==> config.mk <==
export PLATFORM = sky130hd
export DESIGN_NAME = halfband_mac_scheduler
export DESIGN_NICKNAME = d
export VERILOG_FILES = /design/src/rtl/halfband_mac_scheduler.sv
export SDC_FILE = /design/constraint.sdc
export NUM_CORES = 1
export LEC_CHECK = 0
export ABC_AREA = 0
export BUFFER_PORTS_ARGS = -buffer_cell sky130_fd_sc_hd__clkbuf_2
export CAP_MARGIN = 10
export CORE_MARGIN = 2
export CORE_UTILIZATION = 50
export CTS_CLUSTER_DIAMETER = 50
export DETAILED_ROUTE_END_ITERATION = 16
export PLACE_DENSITY = 0.8
export RECOVER_POWER = 25
export SLEW_MARGIN = 40
export SYNTH_ARGS = -nofsm -noshare
export SYNTH_HDL_FRONTEND = slang
export SYNTH_SLANG_ARGS = --single-unit
==> constraint.sdc <==
create_clock -name clk_i -period 2.5 [get_ports clk_i]
set_input_delay 0.5 -clock clk_i [delete_from_list [all_inputs] [get_ports clk_i]]
set_output_delay 0.5 -clock clk_i [all_outputs]
set_load 0.02 [all_outputs]
==> src/rtl/halfband_mac_scheduler.sv <==
// Round-robin scheduler that time-shares one registered MAC slice among NUM_CH half-band channels.
// Define HBF_SCHED_OVRCNT_EN to add per-channel 8-bit saturating overrun counters on ovr_cnt_o.
module halfband_mac_scheduler #(
    parameter int NUM_CH    = 4,
    parameter int NUM_PAIRS = 2,
    parameter int PIPE_LAT  = 2,
    parameter int CH_W      = $clog2(NUM_CH),
    parameter int PH_W      = (NUM_PAIRS > 1) ? $clog2(NUM_PAIRS) : 1
) (
    input  logic                clk_i,
    input  logic                reset_ni,
    input  logic [NUM_CH-1:0]   req_i,
    input  logic                ovr_clr_i,
    output logic [NUM_CH-1:0]   grant_o,
    output logic                grant_vld_o,
    output logic [PH_W-1:0]     phase_o,
    output logic                acc_clr_o,
    output logic                out_vld_o,
    output logic [CH_W-1:0]     out_ch_o,
    output logic [NUM_CH-1:0]   ovr_flag_o
`ifdef HBF_SCHED_OVRCNT_EN
    ,
    output logic [NUM_CH*8-1:0] ovr_cnt_o
`endif
);
    localparam int DR_W = 3;

    typedef enum logic [1:0] {S_IDLE, S_MAC, S_DRAIN, S_DONE} state_e;

    state_e            state_q;
    logic [NUM_CH-1:0] pending_q, pending_d;
    logic [NUM_CH-1:0] ovr_flag_q, ovr_flag_d;
    logic [NUM_CH-1:0] grant_q, grant_now, ovr_ev;
    logic [CH_W-1:0]   rr_ptr_q, ch_q, out_ch_q, pick;
    logic [PH_W-1:0]   phase_q;
    logic [DR_W-1:0]   drain_q;
    logic              grant_vld_q, acc_clr_q, out_vld_q;
    logic              found, take;
    int                idx;

    // NOTE: every variable written here gets a default first, so no latch is inferred.
    always_comb begin
        found = 1'b0;
        pick  = rr_ptr_q;
        idx   = 0;
        for (int i = 1; i <= NUM_CH; i++) begin
            idx = (int'(rr_ptr_q) + i) % NUM_CH;
            if (!found && pending_q[CH_W'(idx)]) begin
                found = 1'b1;
                pick  = CH_W'(idx);
            end
        end
        take      = (state_q == S_IDLE) && found;
        grant_now = '0;
        if (take) grant_now[pick] = 1'b1;
    end

    // A request landing on its own grant edge is a fresh sample, not an overrun.
    assign ovr_ev     = req_i & pending_q & ~grant_now;
    assign pending_d  = (pending_q & ~grant_now) | req_i;
    assign ovr_flag_d = (ovr_clr_i ? '0 : ovr_flag_q) | ovr_ev;

    // NOTE: sequential state uses non-blocking assignments so all flops update together.
    always_ff @(posedge clk_i or negedge reset_ni) begin
        if (!reset_ni) begin
            pending_q  <= '0;
            ovr_flag_q <= '0;
        end else begin
            pending_q  <= pending_d;
            ovr_flag_q <= ovr_flag_d;
        end
    end

    always_ff @(posedge clk_i or negedge reset_ni) begin
        if (!reset_ni) begin
            state_q     <= S_IDLE;
            rr_ptr_q    <= '0;
            ch_q        <= '0;
            grant_q     <= '0;
            grant_vld_q <= 1'b0;
            phase_q     <= '0;
            acc_clr_q   <= 1'b0;
            out_vld_q   <= 1'b0;
            out_ch_q    <= '0;
            drain_q     <= '0;
        end else begin
            out_vld_q <= 1'b0;
            case (state_q)
                S_IDLE: begin
                    phase_q <= '0;
                    if (take) begin
                        state_q     <= S_MAC;
                        grant_q     <= grant_now;
                        grant_vld_q <= 1'b1;
                        acc_clr_q   <= 1'b1;
                        ch_q        <= pick;
                        rr_ptr_q    <= pick;
                    end
                end
                S_MAC: begin
                    acc_clr_q <= 1'b0;
                    if (phase_q == PH_W'(NUM_PAIRS - 1)) begin
                        grant_q     <= '0;
                        grant_vld_q <= 1'b0;
                        phase_q     <= '0;
                        drain_q     <= '0;
                        state_q     <= (PIPE_LAT > 0) ? S_DRAIN : S_DONE;
                        if (PIPE_LAT == 0) begin
                            out_vld_q <= 1'b1;
                            out_ch_q  <= ch_q;
                        end
                    end else begin
                        phase_q <= phase_q + 1'b1;
                    end
                end
                S_DRAIN: begin
                    if (drain_q == DR_W'(PIPE_LAT - 1)) begin
                        state_q   <= S_DONE;
                        out_vld_q <= 1'b1;
                        out_ch_q  <= ch_q;
                    end else begin
                        drain_q <= drain_q + 1'b1;
                    end
                end
                default: state_q <= S_IDLE;
            endcase
        end
    end

    assign grant_o     = grant_q;
    assign grant_vld_o = grant_vld_q;
    assign phase_o     = phase_q;
    assign acc_clr_o   = acc_clr_q;
    assign out_vld_o   = out_vld_q;
    assign out_ch_o    = out_ch_q;
    assign ovr_flag_o  = ovr_flag_q;

`ifdef HBF_SCHED_OVRCNT_EN
    logic [7:0] ovr_cnt_q [NUM_CH];

    always_ff @(posedge clk_i or negedge reset_ni) begin
        if (!reset_ni) begin
            for (int c = 0; c < NUM_CH; c++) ovr_cnt_q[c] <= '0;
        end else begin
            for (int c = 0; c < NUM_CH; c++) begin
                if (ovr_ev[c]) begin
                    ovr_cnt_q[c] <= ovr_clr_i ? 8'd1 :
                                    (ovr_cnt_q[c] == 8'hFF) ? 8'hFF : ovr_cnt_q[c] + 8'd1;
                end else if (ovr_clr_i) begin
                    ovr_cnt_q[c] <= '0;
                end
            end
        end
    end

    for (genvar g = 0; g < NUM_CH; g++) begin : g_cnt_out
        assign ovr_cnt_o[g*8 +: 8] = ovr_cnt_q[g];
    end
`endif

endmodule

==> results of run 1 <==
==> Yosys cell counts <==
cell type and number:
ha_1 6, a21o_1 5, mux2i_1 4, nor3_1 3, or2_1 1, nor2b_1 6
nor3b_1 1, a311oi_1 1, mux2_2 2, a21oi_1 5, inv_1 11, o211ai_1 1
o21ai_0 10, a31oi_1 3, nor2_1 11, and3_4 1, dfrtp_1 25, a41oi_2 1
a221oi_1 1, o21bai_1 1, buf_2 1, o22ai_1 1, a31oi_4 1, a32o_1 2
nor4_2 1, nand4b_1 1, a41oi_1 1, nand2b_1 7, nand2_1 11, nand3_1 2
nand3b_1 3, a221o_1 2, buf_6 2, clkbuf_1 2
==> sequential cells by signal, summed over array words and instances (netlist names) <==
register / cells
acc_clr_o: 1
ch_q: 2
drain_q: 3
grant_o: 4
grant_vld_o: 1
out_ch_o: 2
out_vld_o: 1
ovr_flag_o: 4
pending_q: 4
phase_o: 1
state_q: 2
==> layer usage <==
layer / track usage / routed length [microns]
met4: 0.04082 / 13
met1: 0.2530 / 1233
met3: 0.02558 / 103
met5: 0 / 0
met2: 0.3261 / 1378
==> where the power goes <==
group	switching (uW)	internal [uW]
Combinational	61.0	36.8
Clock	127	60.9
Sequential	21.6	425
Total	210	523
==> final timing paths <==
path | from | end | slack [ns] | cells after the start
worst max-delay path | state_q[0]$_DFFE_PN0P_ | grant_o[1]$_DFFE_PN0P_ | 0.62 | 6
min in group asynchronous | reset_ni | state_q[0]$_DFFE_PN0P_ | 0.44 | 1
worst min register to register | grant_vld_o$_DFFE_PN0P_ | grant_vld_o$_DFFE_PN0P_ | 0.53 | 1
max in group asynchronous | reset_ni | ch_q[1]$_DFFE_PN0P_ | 1.29 | 1
worst max register to register | state_q[0]$_DFFE_PN0P_ | grant_o[1]$_DFFE_PN0P_ | 0.62 | 6
worst min-delay path | req_i[1] | pending_q[1]$_DFF_PN0_ | 0.39 | 2
==> layout make-up <==
cell class	instances	area, sq um	area share
Inverter	11	41.29	0.02780
Clock buffer	3	22.52	0.01516
Timing Repair Buffer	20	98.84	0.06655
Tap cell	30	37.54	0.02527
Clock inverter	1	7.507	0.005055
Multi-Input combinational cell	95	651.9	0.4389
Sequential cell	25	625.6	0.4212
==> logic make-up (layout without fill, tap and decap cells) <==
| kind of cell | after synthesis | count (layout) |
|---|---|---|
| compound gates | 35 | 35 |
| fa+ha+maj | 6 | 6 |
| buf+inv | 16 | 35 |
| flops | 25 | 25 |
| mux | 6 | 6 |
| simple gates | 48 | 48 |
==> stage by stage <==
| stage | worst slack [ns] | util | total power, uW |
|---|---|---|---|
| floorplan | 0.9880 | - | 516.7 |
| global placement | 0.8189 | 0.5774 | 547.0 |
| detailed placement | 0.6480 | 0.5774 | 553.0 |
| CTS | 0.6492 | 0.5893 | 735.5 |
| global route | 0.4467 | 0.5888 | 766.9 |
| finish | 0.6232 | 0.5888 | 732.7 |
==> worst max-delay path: stages, from the launching register on <==
cell and delay, ns:
dfrtp_1 0.43, inv_1 0.11, ha_1 0.36, inv_1 0.18, nor3_1 0.42, nand2b_1 0.13, o21ai_0 0.17
==> results.yml, run 1 <==
timing:
  rsz0062_at_grt: "false"
  min_period_ns: 1.877
  slew_headroom: 0.1204
  setup_violations: 0
  worst_pin_slew_ns: 1.319
  final-hold-violation-count: 0
  hold_ws_ns: 0.3901
  fmax_mhz: 532.8
  skew_ns: 0.005697
  min_period_over_period: 0.7507
  final_max_slew_viol_count: 0
  tns_ns: 0
floorplan:
  die_w_microns: 56.04
  fp.dieArea_sq_um: 3140
  rows: 18
  initial_utilization: 0.5367
  core-area_sq_um: 2522
  die_h_microns: 56.04
  io_pins: 21
global_routing:
  grt_start_max_net_pins: 26
  grt_usage: 0.1891
  antenna_found_initial: 0
  first_global_vias: 1061
  grt_first_pass_wirelength_microns: 4767
  grt_overflow: 0
flow_run:
  max_cap_viol_count: 0
clocking:
  htreeDepth: 1
  cts.path.max_buffers: 2
  clock_latency_ns: 0.32
  clk_pin_slew_ns: 0.15
  cts_setup_buffers: 0
  cts.repair.resized: 0
  ctsRootBufferMaster: "clkbuf_4"
  postCtsHoldBufs: 0
  cts_tree: "built"
  numCtsBuffers: 3
  cts_sinks: 25
logic_synthesis:
  ys_seq_elements: 25
  synthXorXnorAreaFrac: 0
  synth.area.mux_share: 0.04621
  ys_types: 34
  synth-simple-area-share: 0.1904
  synthAdderAreaFrac: 0.05545
  synth_warnings: 0
  synth.top_cell.area_share: 0.4621
  synthCells: 136
  netlist_area_sq_um: 1354
  yosys.area.top_type: "dfrtp_1"
  synth_area_leaders: "dfrtp_1 46%, ha_1 5.5%, o21ai_0 3.7%"
  avgSynthCellArea_sq_um: 9.954
  synth_top_family_by_area: "simple AND/OR/NAND/NOR gates"
  synth_nets: 149
  yosysSeqAreaShare: 0.4621
  synth-compound-area-share: 0.1895
layout:
  fin_nets: 169
  design_area_sq_um: 1485
  drive_gt1_frac: 0.1871
  insertedDiodeCount: 0
  final_common_cell: "dfrtp_1"
  fin_cells: 185
  areaGrowthSynthToFinish_pct: 9.704
  layout_common_cells: "25 x dfrtp_1, 19 x clkbuf_2, 11 x inv_1, 11 x nor2_1, 11 x nand2_1"
  nFillCells: 221
drt:
  drtIter0Drc: 33
  post_drt_via_cell_ratio: 5.789
  avgRoutedWirePerCell_microns: 14.75
  first_pass_iters: 4
  routed_wl_microns: 2729
  drc: 0
  vias: 1071
  drtAntennaViolNets: 0
power_and_ir_drop:
  power.density_nw_per_um2: 493.4
  irDropWorstVdd_mv: 0.4017
  p_leak_uw: 0.0006838
critical_path:
  end_kind: "flip-flop"
  cp.required_ns: 2.75
  cp_max_fo: 10
  arrival_ns: 2.13
  worstSetupStartpointType: "flip-flop"
  criticalPathCategory: "reg -> reg"
place:
  dpl_cell_area_sq_um: 1456
  io_buffers: 20
  dpl.cell_count: 181
  hpwl_microns: 2028
  place.gp.congestion: 0.8124
status:
  status: "finished clean"
worst_hold_path:
  hp-class: "in -> reg"
No activity file was read; power rests on OpenSTA's default activity.
==> run 2: changes to the inputs <==
==> constraint.sdc (replaced) <==
create_clock -name clk_i -period 1.8 [get_ports clk_i]
set_input_delay 0.36 -clock clk_i [delete_from_list [all_inputs] [get_ports clk_i]]
set_output_delay 0.36 -clock clk_i [all_outputs]
set_load 0.02 [all_outputs]
==> results.yml, run 2 (same netlist as run 1, synthesis figures left out) <==
power_and_ir_drop:
  irDropWorstVdd_mv: 0.5533
  power.density_nw_per_um2: 672.0
  p_leak_uw: 0.0006974
timing:
  min_period_over_period: 0.9178
  skew_ns: 0.004471
  min_period_ns: 1.652
  tns_ns: 0
  rsz0062_at_grt: "false"
  setup_violations: 0
  fmax_mhz: 605.3
  worst_pin_slew_ns: 1.337
  final_max_slew_viol_count: 0
  slew_headroom: 0.1087
  setup_slack_ns: 0.1480
  final-hold-violation-count: 0
drt:
  first_pass_iters: 4
  drtIter0Drc: 30
  routed_wl_microns: 2678
  post_drt_via_cell_ratio: 5.731
  avgRoutedWirePerCell_microns: 14.40
  drtAntennaViolNets: 0
  drc: 0
  vias: 1066
flow_run:
  max_cap_viol_count: 0
layout:
  drive_gt1_frac: 0.1987
  areaGrowthSynthToFinish_pct: 10.63
  nFillCells: 225
  layout_common_cells: "25 x dfrtp_1, 19 x clkbuf_2, 11 x inv_1, 11 x nor2_1, 11 x nand2_1"
  fin_nets: 170
  insertedDiodeCount: 0
  final_common_cell: "dfrtp_1"
global_routing:
  grt_first_pass_wirelength_microns: 4629
  grt_overflow: 0
  antenna_found_initial: 0
  first_global_vias: 1090
  grt_start_max_net_pins: 26
  grt_usage: 0.1788
clocking:
  numCtsBuffers: 3
  ctsRootBufferMaster: "clkbuf_4"
  cts_tree: "built"
  htreeDepth: 1
  cts_sinks: 25
  clock_latency_ns: 0.32
  clk_pin_slew_ns: 0.13
  cts_setup_buffers: 0
  cts.path.max_buffers: 2
floorplan:
  io_pins: 21
  fp.dieArea_sq_um: 3140
  core-area_sq_um: 2522
  die_w_microns: 56.04
  die_h_microns: 56.04
  initial_utilization: 0.5367
  rows: 18
critical_path:
  cp.required_ns: 2.02
  criticalPathCategory: "reg -> reg"
  cp_max_fo: 7
  arrival_ns: 1.87
  end_kind: "flip-flop"
  worstSetupStartpointType: "flip-flop"
place:
  hpwl_microns: 1936
  io_buffers: 20
  dp_slack_ns: 0.07355
  place.gp.congestion: 0.8659
worst_hold_path:
  hp-class: "in -> reg"
status:
  status: "finished clean"
==> run 2: cell count changes in the layout (fill, tap and decap cells not counted), sizes merged <==
cell | previous run | this run
buf | 0 | 1
clkbuf | 23 | 24
clkinvlp | 1 | 0
==> run 2: layout make-up <==
class / count / area (sq um) / share of cell area
Timing Repair Buffer: 21 / 106.4 / 0.07101
Inverter: 11 / 41.29 / 0.02757
Tap cell: 30 / 37.54 / 0.02506
Multi-Input combinational cell: 95 / 660.6 / 0.4411
Clock buffer: 4 / 26.28 / 0.01754
Sequential cell: 25 / 625.6 / 0.4177
==> run 2: worst paths after layout <==
kind | start | slack (ns) | cells after the start | endpoint
setup / recovery | pending_q[3]$_DFF_PN0_ | 0.15 | 3 | grant_o[2]$_DFFE_PN0P_
hold / removal | req_i[1] | 0.25 | 2 | pending_q[1]$_DFF_PN0_
setup reg to reg | pending_q[3]$_DFF_PN0_ | 0.15 | 3 | grant_o[2]$_DFFE_PN0P_
hold reg to reg | grant_vld_o$_DFFE_PN0P_ | 0.51 | 1 | grant_vld_o$_DFFE_PN0P_
max in group asynchronous | reset_ni | 0.71 | 1 | pending_q[0]$_DFF_PN0_
min in group asynchronous | reset_ni | 0.31 | 1 | state_q[0]$_DFFE_PN0P_
==> run 2: what timing repair did <==
action,in CTS,in global routing
hold buffers,0,0
endpoints found under the hold margin,0,0
setup endpoints to repair,0,2
gates resized for setup,0,2
==> run 2: power by group <==
group | total [uW] | internal (uW) | switching [uW] | leakage (uW)
Sequential | 619 | 590 | 28.9 | 0.000290
Clock | 253 | 86.7 | 166 | 0.0000150
Combinational | 134 | 51.1 | 83.3 | 0.000392
Total | 1010 | 728 | 278 | 0.000697
==> run 2: layer usage <==
| metal | wire, microns | share of wire | global-route usage | vias up |
|---|---|---|---|---|
| met5 | 0 | 0 | 0 | - |
| met4 | 21 | 0.0078 | 0.06122 | 0 |
| met3 | 104 | 0.039 | 0.02791 | 2 |
| met2 | 1304 | 0.49 | 0.2874 | 26 |
| met1 | 1247 | 0.47 | 0.2452 | 520 |
| li1 | - | - | - | 518 |
==> run 2: critical path: stages (launching register included) <==
cell and delay [ns]:
dfrtp_1 0.49, nor4_2 0.58, nor3_1 0.20, a32o_1 0.30
==> run 2: through the flow <==
| stage | power [uW] | util | hold WS [ns] | std cells | instance area, sq um |
|---|---|---|---|---|---|
| 4_1_cts | 1013 | 0.5908 | 0.05272 | 186 | 1490 |
| 5_1_grt | 1055 | 0.5938 | 0.2411 | 186 | 1498 |
| 6_report | 1006 | 0.5938 | 0.2512 | 186 | 1498 |
| 3_3_place_gp | 761.0 | 0.5804 | 0.4010 | 182 | 1464 |
| 2_1_floorplan | 717.6 | - | 0.06441 | 136 | 1354 |
| 3_5_place_dp | 765.7 | 0.5804 | 0.4131 | 182 | 1464 |
